<file path="src/rtl/serial_pkg.sv">
// serial_pkg: shared definitions for the bit-serial adder/subtractor.
// Holds the controller state encoding and the legal WIDTH range.
package serial_pkg;

    typedef enum logic [1:0] {
        IDLE  = 2'd0,
        SHIFT = 2'd1,
        DONE  = 2'd2
    } state_t;

    localparam int WIDTH_MIN = 2;
    localparam int WIDTH_MAX = 64;

    function automatic bit width_ok(input int w);
        return (w >= WIDTH_MIN) && (w <= WIDTH_MAX);
    endfunction

endpackage

</file>
<file path="src/rtl/serial_fa_cell.sv">
// serial_fa_cell: single 1-bit full adder, the only arithmetic element of the
// serial datapath.
module serial_fa_cell (
    input  logic i_a,
    input  logic i_b,
    input  logic i_cin,
    output logic o_s,
    output logic o_cout
);

    // Sum and majority carry.
    always_comb begin
        o_s    = i_a ^ i_b ^ i_cin;
        o_cout = (i_a & i_b) | (i_a & i_cin) | (i_b & i_cin);
    end

endmodule

</file>
<file path="src/rtl/serial_addsub.sv">
// serial_addsub: bit-serial two's-complement adder/subtractor, one bit per
// clock, LSB first, with start/busy/done handshake.
// Optional feature macro: SERIAL_ADDSUB_SUB_EN (enables subtraction via sub).
//
// Handshake: start is sampled only while idle or in the done cycle; an
// accepted start raises busy on the same edge, busy stays high for WIDTH
// cycles, and done pulses for one cycle together with valid sum/cout/ovf.
// start while busy is ignored. sum/cout/ovf hold until the next completion.
module serial_addsub
    import serial_pkg::*;
#(
    parameter int WIDTH = 8
) (
    input  logic             clk,
    input  logic             reset,
    input  logic             start,
    input  logic             sub,
    input  logic [WIDTH-1:0] data_a,
    input  logic [WIDTH-1:0] data_b,
    output logic             busy,
    output logic             done,
    output logic [WIDTH-1:0] sum,
    output logic             cout,
    output logic             ovf,
    output logic [1:0]       dbg_state
);

    localparam int CW = $clog2(WIDTH + 1);
    localparam logic [CW-1:0] LAST_BIT = CW'(WIDTH - 1);

    if (!width_ok(WIDTH)) begin : g_bad_width
        $error("serial_addsub: WIDTH out of range 2..64");
    end

    state_t             r_state;
    state_t             w_next_state;
    logic               w_load;
    logic               w_last;

    logic [WIDTH-1:0]   r_a;
    logic [WIDTH-1:0]   r_b;
    logic [WIDTH-2:0]   r_partial;
    logic               r_carry;
    logic [CW-1:0]      r_cnt;

    logic [WIDTH-1:0]   w_b_load;
    logic               w_cin_load;
    logic               w_s;
    logic               w_c;
    logic [WIDTH-1:0]   w_partial_next;

`ifdef SERIAL_ADDSUB_SUB_EN
    // Subtraction is A + ~B + 1: invert B at capture and seed the carry.
    assign w_b_load   = sub ? ~data_b : data_b;
    assign w_cin_load = sub;
`else
    // Addition only: sub is accepted on the port but has no effect.
    logic w_unused_sub;
    assign w_b_load     = data_b;
    assign w_cin_load   = 1'b0;
    assign w_unused_sub = sub;
`endif

    serial_fa_cell u_fa (
        .i_a    (r_a[0]),
        .i_b    (r_b[0]),
        .i_cin  (r_carry),
        .o_s    (w_s),
        .o_cout (w_c)
    );

    // New sum bit enters at the MSB; after WIDTH bits this is the full result.
    assign w_partial_next = {w_s, r_partial};
    assign dbg_state      = r_state;

    // State register.
    always_ff @(posedge clk or posedge reset) begin
        if (reset) begin
            r_state <= IDLE;
        end else begin
            r_state <= w_next_state;
        end
    end

    // Next-state decode and handshake outputs.
    always_comb begin
        w_next_state = r_state;
        busy         = 1'b0;
        done         = 1'b0;
        w_load       = 1'b0;
        w_last       = 1'b0;
        case (r_state)
            IDLE: begin
                if (start) begin
                    w_load       = 1'b1;
                    w_next_state = SHIFT;
                end
            end
            SHIFT: begin
                busy = 1'b1;
                if (r_cnt == LAST_BIT) begin
                    w_last       = 1'b1;
                    w_next_state = DONE;
                end
            end
            DONE: begin
                done = 1'b1;
                if (start) begin
                    w_load       = 1'b1;
                    w_next_state = SHIFT;
                end else begin
                    w_next_state = IDLE;
                end
            end
            default: w_next_state = IDLE;
        endcase
    end

    // Operand capture and one-bit-per-cycle shifting.
    always_ff @(posedge clk or posedge reset) begin
        if (reset) begin
            r_a       <= '0;
            r_b       <= '0;
            r_partial <= '0;
            r_carry   <= 1'b0;
            r_cnt     <= '0;
        end else if (w_load) begin
            r_a       <= data_a;
            r_b       <= w_b_load;
            r_partial <= '0;
            r_carry   <= w_cin_load;
            r_cnt     <= '0;
        end else if (r_state == SHIFT) begin
            r_a       <= r_a >> 1;
            r_b       <= r_b >> 1;
            r_partial <= w_partial_next[WIDTH-1:1];
            r_carry   <= w_c;
            r_cnt     <= r_cnt + CW'(1);
        end
    end

    // Result registers; on the last bit r_carry is the carry into the MSB,
    // so its XOR with the carry out is the signed overflow.
    always_ff @(posedge clk or posedge reset) begin
        if (reset) begin
            sum  <= '0;
            cout <= 1'b0;
            ovf  <= 1'b0;
        end else if (w_last) begin
            sum  <= w_partial_next;
            cout <= w_c;
            ovf  <= r_carry ^ w_c;
        end
    end

endmodule
</file>
<file path="config.mk">
export PLATFORM = sky130hd
export DESIGN_NAME = serial_addsub
export DESIGN_NICKNAME = d
export VERILOG_FILES = /design/src/rtl/serial_pkg.sv /design/src/rtl/serial_fa_cell.sv /design/src/rtl/serial_addsub.sv
export SDC_FILE = /design/constraint.sdc
export NUM_CORES = 1
export LEC_CHECK = 0
export CAP_MARGIN = 10
export CORE_MARGIN = 2
export CORE_UTILIZATION = 45
export CTS_CLUSTER_DIAMETER = 150
export DETAILED_ROUTE_END_ITERATION = 6
export PLACE_DENSITY = 0.82
export SETUP_SLACK_MARGIN = 0.02
export SLEW_MARGIN = 0
export SYNTH_ARGS = -nofsm -noshare
export SYNTH_HDL_FRONTEND = slang
export SYNTH_HIERARCHICAL = 1
export SYNTH_SLANG_ARGS = --single-unit
</file>
<file path="constraint.sdc">
create_clock -name clk -period 1.3 [get_ports clk]
set_input_delay 0.13 -clock clk [delete_from_list [all_inputs] [get_ports clk]]
set_output_delay 0.13 -clock clk [all_outputs]
set_load 0.01 [all_outputs]
</file>
Yosys cells after proc, flatten, opt, wreduce, memory -nomap -nowiden --
Cells that the tools add are included.
Operators by class: add/subtract/negate cells 1, multipliers 0, div/mod/pow operators 0, magnitude comparators 0, eq/ne operators 5, shift-type cells 0, multiplexer cells 20, bitwise gates (word level) 8, reduce and logical (&&, ||, !) cells 4
Operators with widths (number):
- $mux W8 | 4
- $mux W7 | 2
- $mux W1 | 9
- $mux W4 | 2
- $pmux W2 S3 | 1
- $add A4 B1 Y4 const B | 1
- $eq A4 B3 Y1 const B | 1
- $mux W2 | 2
- $ne A2 B2 Y1 const B | 2
- $and A1 B1 Y1 | 3
- $xor A1 B1 Y1 | 3
- $eq A2 B1 Y1 const B | 1
- $eq A2 B2 Y1 const B | 1
- $logic_not A2 Y1 | 1
- $or A1 B1 Y1 | 2
- $reduce_and A2 Y1 | 1
- $reduce_bool A2 Y1 | 1
- $reduce_or A2 Y1 | 1
Storage, ports and cells: register bits 40, bits in latches 0, bits in writable memories 0, ROM bits 0, bits of input ports 20, output and inout port bits 14, memories kept 0

Logic depth before layout (Yosys ltp) --
Gate-level depths: netlist of the first run.
depth after elaboration 5, depth in mapped cells 5

Cells and area by module --
The synthesis of the first run kept the hierarchy.
By module, submodules not included:
- serial_addsub | instances 1, cells each 117, area each 1621.6 um^2
- serial_fa_cell | instances 1, cells each 1, area each 20.0 um^2

Worst setup path after synthesis of the first run --
Ideal clock, no wire load.
path kind reg2reg, start register r_state[1], in the netlist dbg_state[1], end register cout, setup time 125 ps, arrival 1348 ps, data required time 1175 ps, slack -173 ps, stages on the path, launching flop included 5, path buffers 1, period minus slack after synthesis 1473 ps, path through dfrtp_1 and2b_1 nor3b_2 buf_4 mux2_2
Between the ends: cells in the longest elaborated chain, start to end 2
Ends and longest elaborated chain:
- start, declared | line serial_addsub.sv:35 | state_t r_state;
- start signal, assigned | line serial_addsub.sv:81 | r_state <= w_next_state;
- $eq A2 B1 Y1 | line serial_addsub.sv:92 | case (r_state)
- $mux W1 | line serial_addsub.sv:92
- end signal, assigned | line serial_addsub.sv:151 | cout <= w_c;
- end, declared | line serial_addsub.sv:23 | output logic cout,
Every way passes these cells. A chain may end at the register's enable or synchronous reset.

Worst setup path in the final report of the first run --
start register r_state[1], in the netlist dbg_state[1], end register sum[3]
Between the ends: cells in the longest elaborated chain, start to end 2
Ends and longest elaborated chain:
- $eq A2 B1 Y1 | line serial_addsub.sv:92
- $mux W1 | line serial_addsub.sv:92
- end signal, assigned | line serial_addsub.sv:150 | sum <= w_partial_next;
- end, declared | line serial_addsub.sv:22 | output logic [WIDTH-1:0] sum,
Every way passes these cells.

==> results of run 1 <==
## critical path, cell delays in order (launching register included)
cell and delay [ns]:
dfrtp_1 0.40, and2b_2 0.25, nor3b_4 0.26, buf_4 0.20, mux2_4 0.29
## through the flow
step	setup WS [ns]	cell area (µm²)	hold WS [ns]	utilization, %
after floorplan	-0.163	1690	0.247	-
final	-0.204	2370	0.132	69.5
after global routing	-0.273	2370	0.158	69.5
after CTS	-0.219	2370	0.122	69.3
after global placement	-0.148	2200	0.459	64.4
after detailed placement	-0.238	2200	0.471	64.4
## cell usage in the layout (no fill, tap or decap)
cell,instances
o21ai_0,1
a22o_1,25
clkdlybuf4s50_1,18
buf_6,8
fa_2,1
dlygate4sd2_1,10
dfrtp_1,40
nor3b_4,1
mux2i_1,3
nor2_4,1
nor2b_1,2
nand2b_1,1
buf_12,2
buf_4,17
ha_1,1
clkbuf_4,5
a21o_1,13
buf_8,1
xor2_1,1
clkbuf_8,2
bufinv_16,1
nand2_1,3
mux2_2,1
buf_2,1
and2b_2,1
mux2_4,10
o21ai_1,1
inv_1,1
nor2b_4,1
nand2_2,1
clkbuf_2,1
clkdlybuf4s15_1,1
nand4_1,1
## kinds of logic after synthesis
kind of cell             share of synthesized area [%]
AND/OR/NAND/NOR                                   4.42
buffers and inverters                             2.82
XOR/XNOR                                         0.534
multiplexers                                      9.38
AO/OA/AOI/OAI                                     19.9
flip-flops                                        61.0
adder cells (fa/ha/maj)                           1.98
## layer usage
metal / global-route usage (%) / vias up / wire [µm]
li1: - / 549 / -
met1: 21.1 / 602 / 1400
met2: 29.2 / 33 / 1690
met3: 4.75 / 7 / 166
met4: 8.51 / 0 / 51
met5: 0 / - / 0
## flip-flops by register name, summed over array words and instances (netlist names)
register,flops
cout,1
dbg_state,2
ovf,1
r_a,8
r_b,8
r_carry,1
r_cnt,4
r_partial,7
sum,8
## area by class of cell
| class | count | area [µm²] | share of cell area (%) |
|---|---|---|---|
| Inverter | 1 | 3.75 | 0.158 |
| Clock inverter | 1 | 30.0 | 1.26 |
| Multi-Input combinational cell | 69 | 657 | 27.7 |
| Sequential cell | 40 | 1000 | 42.1 |
| Tap cell | 46 | 57.6 | 2.42 |
| Clock buffer | 7 | 65.1 | 2.74 |
| Timing Repair Buffer | 59 | 561 | 23.6 |
## power breakdown
group          switching [mW]  total [mW]  leakage, nW  internal [mW]
logic                    1.06        2.69        0.680           1.63
clock network           0.393       0.903       0.0515          0.511
registers               0.349        2.13        0.512           1.78
total                    1.80        5.73         1.24           3.92
## timing repair
item                       4_1_cts  5_1_grt
hold endpoints to repair         0        0
gates resized for setup         37        4
setup buffers                    6        1
setup endpoints to repair       52       39
pin swaps                        1        0
## final timing paths
kind,end,slack (ns)
worst max-delay path,sum[3],-0.20
worst min-delay path,ovf,0.13
worst max register to register,sum[3],-0.20
worst min register to register,r_a[2],0.49
max in group asynchronous,r_a[7],0.98
min in group clk,r_b[3],0.32
==> metrics.txt, run 1 <==
status=complete, but fails checks; failing checks=setup timing; WP data required=1.54 ns; die area=4150 µm²; area growth from synthesis to layout=44.7%; final setup fails=24; Primary FF master, synth=dfrtp_1; vias post-DR=1,191; area leader, netlist=dfrtp_1; routed vias/inst=5.34; synth top area cells=dfrtp_1, a22o_1, mux2_2; Core Region=3420 µm²; Tightest Pin Transition=0.237 ns; fraction of registers with async set/reset=100%; Synth top cells by count=dfrtp_1, a22o_1, a21o_1; share of layout cells above drive strength 1=31.1%; RSZ-0062 raised after global routing=true; Final ANT Viol Nets=0; Crit Reg-Reg Startpoint=dbg_state[1]; Pleak=1.24 nW; worst reg2reg path depth=4; relative slew slack=84.2%; top-count cell post-synth=dfrtp_1; synthesized net count=140; gp weighted congestion=0.758; DR DRC count=0; clock sink total=40; fmax=0.665 GHz; Die Ht=64.4 µm; GRT Residual Overflow=0; Pins Over Slew Limit=0; io pins=34; number of synthesized flops with an enable pin=0; vias in the first global route=1,196; Worst-Skew Late Latency=0.35 ns; hold buffers post-CTS=0; HP Class=in -> async; total CTS buffers=5; final worst slack=-0.204 ns; drt pass-1 iters=4; crit path launch type=register; Mapped Area=1640 µm²; H-Tree Depth=2; initial antenna violation count=0; WL/cell=14.9 µm; final hold vios=0; register area share after synthesis=61.0%; post-synth cell types=19; CP Max Fanout=4; setup_tns=-2.30 ns; Final Power=5.73 mW; share of the synthesized area in the top cell type=61.0%; global-route wire length before repair=5420 µm; WS Path Type=reg -> reg; Final #Nets=198; FILL cells=274; post-synthesis register bit count=40; dpl cells=209; fin cells=223; PwrDens=2410 nW/µm²; Starting Density=48.1%; Worst Skew=0.00688 ns; Reg clk slew, reported paths=0.12 ns; Die X=64.4 µm; crit path DAT=1.75 ns; Peak VDD IR=1.30 mV; hpwl dp=2290 µm; Worst setup EP type=register; n_diodes=0; period utilization=116%; final worst path period need=1.50 ns; Initial DRC Count=64; clock buffer depth=2; max-cap violation count=0; Avg Cell Area, Syn=13.9 µm²; clock tree from TritonCTS=built; port buffer count=32; Synth warnings=6; Crit. Startpoint=dbg_state[1]; Routed WL=3310 µm; largest net degree at the start of global routing=41; row count=21; root buffer cell=clkbuf_4; Mapped Cells=118; GRT Util Overall=17.6%
(Power assumes the default switching activity.)
==> inputs of run 2 (changes only) <==
--- a/config.mk
+++ b/config.mk
@@ -5,7 +5,6 @@
 export SDC_FILE = /design/constraint.sdc
 export NUM_CORES = 1
 export LEC_CHECK = 0
-export CAP_MARGIN = 10
 export CORE_MARGIN = 2
 export CORE_UTILIZATION = 45
 export CTS_CLUSTER_DIAMETER = 150
==> results of run 2 <==
Final layout, timing and power as in run 1 (identical DEF).
